<file path="config.mk">
export PLATFORM = sky130hd
export DESIGN_NAME = uart_tx_fsm
export DESIGN_NICKNAME = d
export VERILOG_FILES = /design/src/rtl/uart_pkg.sv /design/src/rtl/uart_tx_fsm_parity_calc.sv /design/src/rtl/uart_tx_fsm.sv
export SDC_FILE = /design/constraint.sdc
export NUM_CORES = 1
export LEC_CHECK = 0
export CAP_MARGIN = 10
export CORE_UTILIZATION = 25
export DETAILED_ROUTE_END_ITERATION = 16
export PLACE_DENSITY_LB_ADDON = 0.2
export SLEW_MARGIN = 20
export SYNTH_ARGS = -nofsm -noshare
export SYNTH_HDL_FRONTEND = slang
export SYNTH_HIERARCHICAL = 1
export SYNTH_SLANG_ARGS = --single-unit
</file>
<file path="constraint.sdc">
create_clock -name clk_tx -period 1.6 [get_ports clk_tx]
set_input_delay 0.24 -clock clk_tx [delete_from_list [all_inputs] [get_ports clk_tx]]
set_output_delay 0.24 -clock clk_tx [all_outputs]
set_load 0.02 [all_outputs]
</file>
<file path="src/rtl/uart_pkg.sv">
// Shared encodings for the UART transmit path: FSM state codes, parity type, line levels.
// Latency: n/a (package only).
// Backpressure: n/a (package only).
// Optional macro: UART_TX_PARITY_EN adds the PARITY state to state_t.
package uart_pkg;

    localparam logic [2:0] ST_IDLE_ENC   = 3'd0;
    localparam logic [2:0] ST_START_ENC  = 3'd1;
    localparam logic [2:0] ST_DATA_ENC   = 3'd2;
    localparam logic [2:0] ST_PARITY_ENC = 3'd3;
    localparam logic [2:0] ST_STOP_ENC   = 3'd4;

    typedef enum logic [2:0] {
        S_IDLE   = ST_IDLE_ENC,
        S_START  = ST_START_ENC,
        S_DATA   = ST_DATA_ENC,
`ifdef UART_TX_PARITY_EN
        S_PARITY = ST_PARITY_ENC,
`endif
        S_STOP   = ST_STOP_ENC
    } state_t;

    localparam logic PAR_EVEN = 1'b0;
    localparam logic PAR_ODD  = 1'b1;

    localparam logic IDLE_LEVEL  = 1'b1;
    localparam logic START_LEVEL = 1'b0;
    localparam logic STOP_LEVEL  = 1'b1;

endpackage

</file>
<file path="src/rtl/uart_tx_fsm_parity_calc.sv">
// Parity bit generator: XOR-reduce of the latched byte, inverted for odd parity.
// Latency: combinational, zero cycles.
// Backpressure: none; output follows inputs.
// Ports: data (WIDTH bits), par_typ (0 even / 1 odd) -> par_bit.
// Present only when UART_TX_PARITY_EN is defined; the default build has no parity logic.
`ifdef UART_TX_PARITY_EN
module parity_calc #(
    parameter int WIDTH = 8
) (
    input  logic [WIDTH-1:0] data,
    input  logic             par_typ,
    output logic             par_bit
);
    import uart_pkg::*;

    assign par_bit = (^data) ^ (par_typ == PAR_ODD);

endmodule
`endif

</file>
<file path="src/rtl/uart_tx_fsm.sv">
// UART transmit frame controller: latches a byte, launches the serializer, frames start/data/[parity]/stop.
// Latency: data_valid_tx accepted at edge N puts the start bit on TX_OUT in cycle N+1.
// Backpressure: requests are accepted only in IDLE or STOP; requests in other states are dropped, not queued.
// Ports: clk_tx/rst_tx (async active-low); P_DATA_tx + data_valid_tx request in;
//        ser_en_tx/P_DATA_out_tx drive the serializer, ser_data_tx/ser_done_tx come back;
//        TX_OUT serial line (idle high), busy_tx frame in progress.
// Optional macro: UART_TX_PARITY_EN adds par_en_tx/par_typ_tx ports and the PARITY state.
module uart_tx_fsm #(
    parameter int WIDTH = 8
) (
    input  logic             clk_tx,
    input  logic             rst_tx,
    input  logic [WIDTH-1:0] P_DATA_tx,
    input  logic             data_valid_tx,
`ifdef UART_TX_PARITY_EN
    input  logic             par_en_tx,
    input  logic             par_typ_tx,
`endif
    input  logic             ser_done_tx,
    input  logic             ser_data_tx,
    output logic             ser_en_tx,
    output logic [WIDTH-1:0] P_DATA_out_tx,
    output logic             TX_OUT,
    output logic             busy_tx
);
    import uart_pkg::*;

    state_t           state;
    logic [WIDTH-1:0] data_q;

`ifdef UART_TX_PARITY_EN
    logic par_en_q;
    logic par_typ_q;
    logic par_bit;

    parity_calc #(.WIDTH(WIDTH)) u_parity (
        .data    (data_q),
        .par_typ (par_typ_q),
        .par_bit (par_bit)
    );
`endif

    assign P_DATA_out_tx = data_q;

    // busy_tx and ser_en_tx are registered from the next-state decision so they
    // line up with the state they describe.
    always_ff @(posedge clk_tx or negedge rst_tx) begin
        if (!rst_tx) begin
            state     <= S_IDLE;
            data_q    <= '0;
            busy_tx   <= 1'b0;
            ser_en_tx <= 1'b0;
`ifdef UART_TX_PARITY_EN
            par_en_q  <= 1'b0;
            par_typ_q <= PAR_EVEN;
`endif
        end else begin
            ser_en_tx <= 1'b0;
            case (state)
                // STOP shares the accept path with IDLE so back-to-back frames
                // go straight from stop bit to start bit.
                S_IDLE, S_STOP: begin
                    if (data_valid_tx) begin
                        data_q    <= P_DATA_tx;
`ifdef UART_TX_PARITY_EN
                        par_en_q  <= par_en_tx;
                        par_typ_q <= par_typ_tx;
`endif
                        state     <= S_START;
                        busy_tx   <= 1'b1;
                        ser_en_tx <= 1'b1;
                    end else begin
                        state   <= S_IDLE;
                        busy_tx <= 1'b0;
                    end
                end
                S_START: begin
                    state <= S_DATA;
                end
                S_DATA: begin
                    if (ser_done_tx) begin
`ifdef UART_TX_PARITY_EN
                        state <= par_en_q ? S_PARITY : S_STOP;
`else
                        state <= S_STOP;
`endif
                    end
                end
`ifdef UART_TX_PARITY_EN
                S_PARITY: begin
                    state <= S_STOP;
                end
`endif
                default: begin
                    state   <= S_IDLE;
                    busy_tx <= 1'b0;
                end
            endcase
        end
    end

    // Line level decodes only the state register and registered sources, so
    // reset forces the idle level without waiting for a clock edge.
    always_comb begin
        TX_OUT = IDLE_LEVEL;
        case (state)
            S_START:  TX_OUT = START_LEVEL;
            S_DATA:   TX_OUT = ser_data_tx;
`ifdef UART_TX_PARITY_EN
            S_PARITY: TX_OUT = par_bit;
`endif
            S_STOP:   TX_OUT = STOP_LEVEL;
            default:  TX_OUT = IDLE_LEVEL;
        endcase
    end

endmodule

</file>
==> flow_summary.ini, run 1 <==
[pwr]
p_per_area_nw_per_um2 = 1900
ir_drop_v = 0.000759
p_leak_nw = 0.381
p_total_mw = 1.66

[global_route]
grt-ovfl-total = 0
grt_max_degree = 14
first_global_vias = 397
antenna_found_initial = 0
grtUsageTotal_pct = 10.0
grt_pass1_wl_mm = 1.78

[floorplanning]
dieArea_um2 = 2410
chipHeight_um = 49.1
pin_count = 24
initial_core_util_pct = 27.5
die_w_um = 49.1
core.rowCount = 16
core_um2 = 2020

[yosys]
synth_area_per_cell_um2 = 16.8
postSynthCellCount = 33
synth_area_um2 = 556
yosysSeqAreaShare_pct = 58.6
synthDistinctLibCells = 10
ys_seq_elements = 13
synthesis.nets = 46
ys_warn_count = 6

[placed_design]
pre_cts_slack_ps = -112
routabilityCongestion = 0.712
hpwl_um = 671
io_buffers = 23

[worst_setup_path]
cp-end-kind = output port
critPathMaxFanout = 3
crit_path_start_kind = flip-flop
crit_buf_inv = 1
rrSetupSlack_ps = 210
timing.rr.end = P_DATA_out_tx[1]
cpMaxStageDelayCell = clkdlybuf4s50_1
timing.rr.start = state[0]
reg2regPathDepth = 4
crit_family = buffers and inverters
crit_arrival_ps = 1240
path_cells = clkdlybuf4s50_1
path_class = reg2out
cpPeakStageDelay_ps = 610
required_ps = 1360

[finish]
layout-drive-gt1-share_pct = 31.7
areaGrowthSynthToFinish_pct = 57.0
finalNetCount = 77
fin_util_pct = 43.1
diodes = 0

[route]
wire_per_inst_um = 10.9
drtPass1Iterations = 4
avgViaCountPerCell = 4.12
dr.first_iter.drc_count = 5
drc_errors = 0
vias = 371
ant_nets = 0
finalWirelength_um = 979

[clocking]
clockBufferDepth = 2
cts_hold_buf = 0
htree_levels = 1
cts_sinks = 13
insertion_delay_ps = 260
tritoncts = yes
clk_pin_slew_ps = 70
root_buffer = clkbuf_4
numCtsBuffers = 3

[sta]
rsz0062_at_grt = no
max_freq_mhz = 676
fin_crit_ps = 1480
finClkSkew_ps = 0.455
relSlewSlack_pct = 61.6
setup_violations = 0
tns_ps = 0
finalHoldViolCount = 0
fin_ws_ps = 120
worst_slew_pin_slew_ps = 574
post-route-period-util_pct = 92.5
slew_violations = 0

[job]
max_cap_violations = 0

[run_status]
outcome = complete, no violations

[worst_hold_path]
holdCritPathClass = in2async
==> report_power, final <==
part           switching (mW)  total, mW  internal (mW)
sequential             0.0808      0.560          0.479
combinational           0.367      0.908          0.541
clock                  0.0938      0.190         0.0963
total                   0.542       1.66           1.12
==> cells by family (layout without fill, tap and decap cells) <==
group,after synthesis,in the layout,share of synthesized area (%)
buffers and inverters,1,31,2.03
AOI/OAI and AO/OA,3,3,4.73
and+or+nand+nor,8,8,13.1
muxes,8,8,21.6
DFF,13,13,58.6
==> cell usage after synthesis (all sizes together) <==
cell type	instances	share of area [%]
a211o	1	1.6
and4bb	2	4.5
buf	1	2.0
dfrtp	13	59
mux2	8	22
nor2b	2	2.3
nor3b	4	6.3
o21ba	1	1.8
o21bai	1	1.4
==> layout make-up <==
| type | count | area (µm²) |
|---|---|---|
| clock buffers | 4 | 26.3 |
| repair buffers | 27 | 268 |
| multi-input cells | 19 | 219 |
| flip-flops and latches | 13 | 325 |
| fillers | 196 | 1150 |
| well taps | 27 | 33.8 |
==> metrics by stage <==
step	hold slack, ps	instances	cell area, µm²
3_5_place_dp	492	86	851
3_3_place_gp	492	86	851
4_1_cts	354	90	876
2_1_floorplan	-55.6	33	556
5_1_grt	377	90	872
6_report	341	90	872
==> metal layers <==
metal,track usage (%),up-vias,part of all wire (%)
met5,0,-,0
met1,14.4,169,53
met3,2.49,2,7.7
met4,7.35,0,1.9
li1,-,180,-
met2,12.6,20,37
==> state kept, by name, summed over array words and instances (netlist names) <==
name	cells
P_DATA_out_tx	8
busy_tx	1
ser_en_tx	1
state	3
==> layout by cell type, fill, tap and decap left out <==
cell type / count
buf_4: 3
nor3b_1: 3
a211o_1: 1
o21bai_1: 1
and4bb_2: 2
clkbuf_1: 1
nor3b_2: 1
clkbuf_4: 3
buf_12: 1
mux2_4: 8
dfrtp_1: 13
clkbuf_2: 1
clkdlybuf4s50_1: 22
o21ba_2: 1
nor2b_1: 2
==> timing repair <==
action | 4_1_cts | 5_1_grt
buffers inserted | 0 | 0
resized for setup | 1 | 2
gates cloned | 0 | 0
endpoints found under the setup margin | 1 | 1
==> how the worst max path moves through the flow <==
stage                             to  slack [ps]   startpoint  cells after the start
CTS                           TX_OUT          50     state[0]                      3
finish                       busy_tx         120      busy_tx                      1
global route                 busy_tx          60      busy_tx                      1
global placement              TX_OUT        -100  ser_data_tx                      4
floorplan           P_DATA_out_tx[0]         400     state[0]                      3
detailed placement            TX_OUT        -110  ser_data_tx                      4
(Power assumes the default switching activity.)
==> run 2: changes to the inputs <==
ABC_CLOCK_PERIOD_IN_PS = 1600   (was default)
==> results of run 2 <==
Final layout, timing and power as in run 1 (identical DEF).
==> run 3: changes to the inputs <==
--- a/config.mk
+++ b/config.mk
@@ -7,3 +7,3 @@
 export LEC_CHECK = 0
-export ABC_CLOCK_PERIOD_IN_PS = 1600
+export ABC_CLOCK_PERIOD_IN_PS = 1300
 export CAP_MARGIN = 10
==> constraint.sdc (replaced) <==
create_clock -name clk_tx -period 1.3 [get_ports clk_tx]
set_input_delay 0.26 -clock clk_tx [delete_from_list [all_inputs] [get_ports clk_tx]]
set_output_delay 0.26 -clock clk_tx [all_outputs]
set_load 0.02 [all_outputs]
==> run 3 against run 2 <==
The flow now finishes with violations (negative setup slack); non-clock buffer count increased by 2; power grew 19%; sequential cell count stayed put; sequential power grew 22%; critical path type is now reg2reg.
==> flow_summary.ini, run 3 (synthesis results as in run 1) <==
[global_route]
first_global_vias = 376
grtUsageTotal_pct = 9.89
grt_max_degree = 14
grtUsageMet1_pct = 12.9
grt-ovfl-total = 0
antenna_found_initial = 0
grt_pass1_wl_mm = 1.70
use_met3_pct = 1.87
busiest_layer = met2
grtUsageMet2_pct = 13.7

[pwr]
clock_power_share_pct = 12.0
p_per_area_nw_per_um2 = 2230
combPwrFrac_pct = 53.4
sequentialPowerShare_pct = 34.5
p_leak_nw = 0.410
ir_drop_v = 0.000854
switching_share_pct = 34.5
p_int_mw = 1.29
power_switching_mw = 0.679

[worst_setup_path]
cp-end-kind = flip-flop
path_cells = buf_4 -> nor3b_4 -> buf_12 -> mux2_4
timing.rr.start = state[0]
critPathMaxFanout = 10
crit_path_start_kind = flip-flop
cpPeakStageDelay_ps = 400
required_ps = 1450
startpoint = state[0]
crit_family = flip-flops
cpMaxStageDelayCell = dfrtp_1
path_class = reg2reg
crit_buf_inv = 2
crit_arrival_ps = 1520

[clocking]
htree_levels = 1
clk_pin_slew_ps = 70
cts.repair.resized = 16
postCtsSetupRepairBufs = 0
clockBufferDepth = 2
numCtsBuffers = 3
tritoncts = yes
root_buffer = clkbuf_4
insertion_delay_ps = 260
cts_sinks = 13
cts_hold_buf = 0

[run_status]
violations = negative setup slack
outcome = complete, but fails checks

[worst_hold_path]
holdCritPathClass = in2async

[floorplanning]
dieArea_um2 = 2410
core_um2 = 2020
die_w_um = 49.1
pin_count = 24
core.rowCount = 16
chipHeight_um = 49.1
initial_core_util_pct = 27.5

[route]
avgViaCountPerCell = 4.07
drc_errors = 0
finalWirelength_mm = 1.02
wire_per_inst_um = 11.1
dr.first_iter.drc_count = 1
drtPass1Iterations = 2
vias = 374
ant_nets = 0

[placed_design]
hpwl_um = 713
io_buffers = 23
routabilityCongestion = 0.708
dp.cells = 88

[sta]
max_freq_mhz = 731
worst_slew_pin_slew_ps = 208
finalHoldViolCount = 0
relSlewSlack_pct = 86.2
setup_violations = 9
post-route-period-util_pct = 105
slew_violations = 0
fin_crit_ps = 1370
finClkSkew_ps = 0.680
rsz0062_at_grt = yes
fin_ws_ps = -67.1
tns_ps = -574

[finish]
largest_register_ffs = 8
diodes = 0
fin_cells = 92
layout-drive-gt1-share_pct = 33.8
regArea_um2 = 325
multi_input_area_um2 = 225
num-fill-cells = 192
finalNetCount = 79
areaGrowthSynthToFinish_pct = 59.0
final_common_cell = dfrtp_1
final_cell_mix = dfrtp_1, clkdlybuf4s50_1, dlygate4sd2_1

[job]
max_cap_violations = 0
-- run 3: cell types whose count changed in the layout (fill, tap and decap cells not counted), sizes merged --
cell	change
dlygate4sd2	+10
clkbuf	-1
buf	+3
clkdlybuf4s50	-10
-- run 3: metal layers --
metal | share of wire (%) | up-vias
met3 | 8.1 | 2
met5 | 0 | -
met4 | 2.7 | 0
li1 | - | 186
met1 | 51 | 166
met2 | 38 | 20
-- run 3: worst paths after layout --
check                                   end  slack, ps  cells past startpoint
max reg2reg                P_DATA_out_tx[1]        -70                      4
max in group asynchronous  P_DATA_out_tx[6]        850                      2
min                        P_DATA_out_tx[5]        290                      2
min in group clk_tx        P_DATA_out_tx[0]        510                      1
min reg2reg                P_DATA_out_tx[0]        510                      1
max                        P_DATA_out_tx[1]        -70                      4
-- run 3: layout make-up --
cell class              count  area share, %
flip-flops and latches     13           36.8
repair buffers             29           30.9
multi-input cells          19           25.5
well taps                  27           3.82
clock buffers               4           2.97
-- run 3: per-stage QoR --
step                power, mW  hold slack [ps]  area, µm²  setup slack, ps  util [%]
finish                   1.97              290        883            -67.1      43.7
global route             2.10              310        883             -143      43.7
CTS                      2.00              285        883            -79.5      43.7
detailed placement       1.85              492        866             -444      42.8
global placement         1.85              491        866             -437      42.8
floorplan                1.32            -35.6        556              101         -
-- run 3: power by group through the flow --
stage	Clock [mW]	Sequential [mW]	Combinational [mW]
global route	0.277	0.705	1.12
global placement	0	0.691	1.16
finish	0.237	0.681	1.05
floorplan	0	0.901	0.420
detailed placement	0	0.693	1.16
CTS	0.251	0.682	1.07
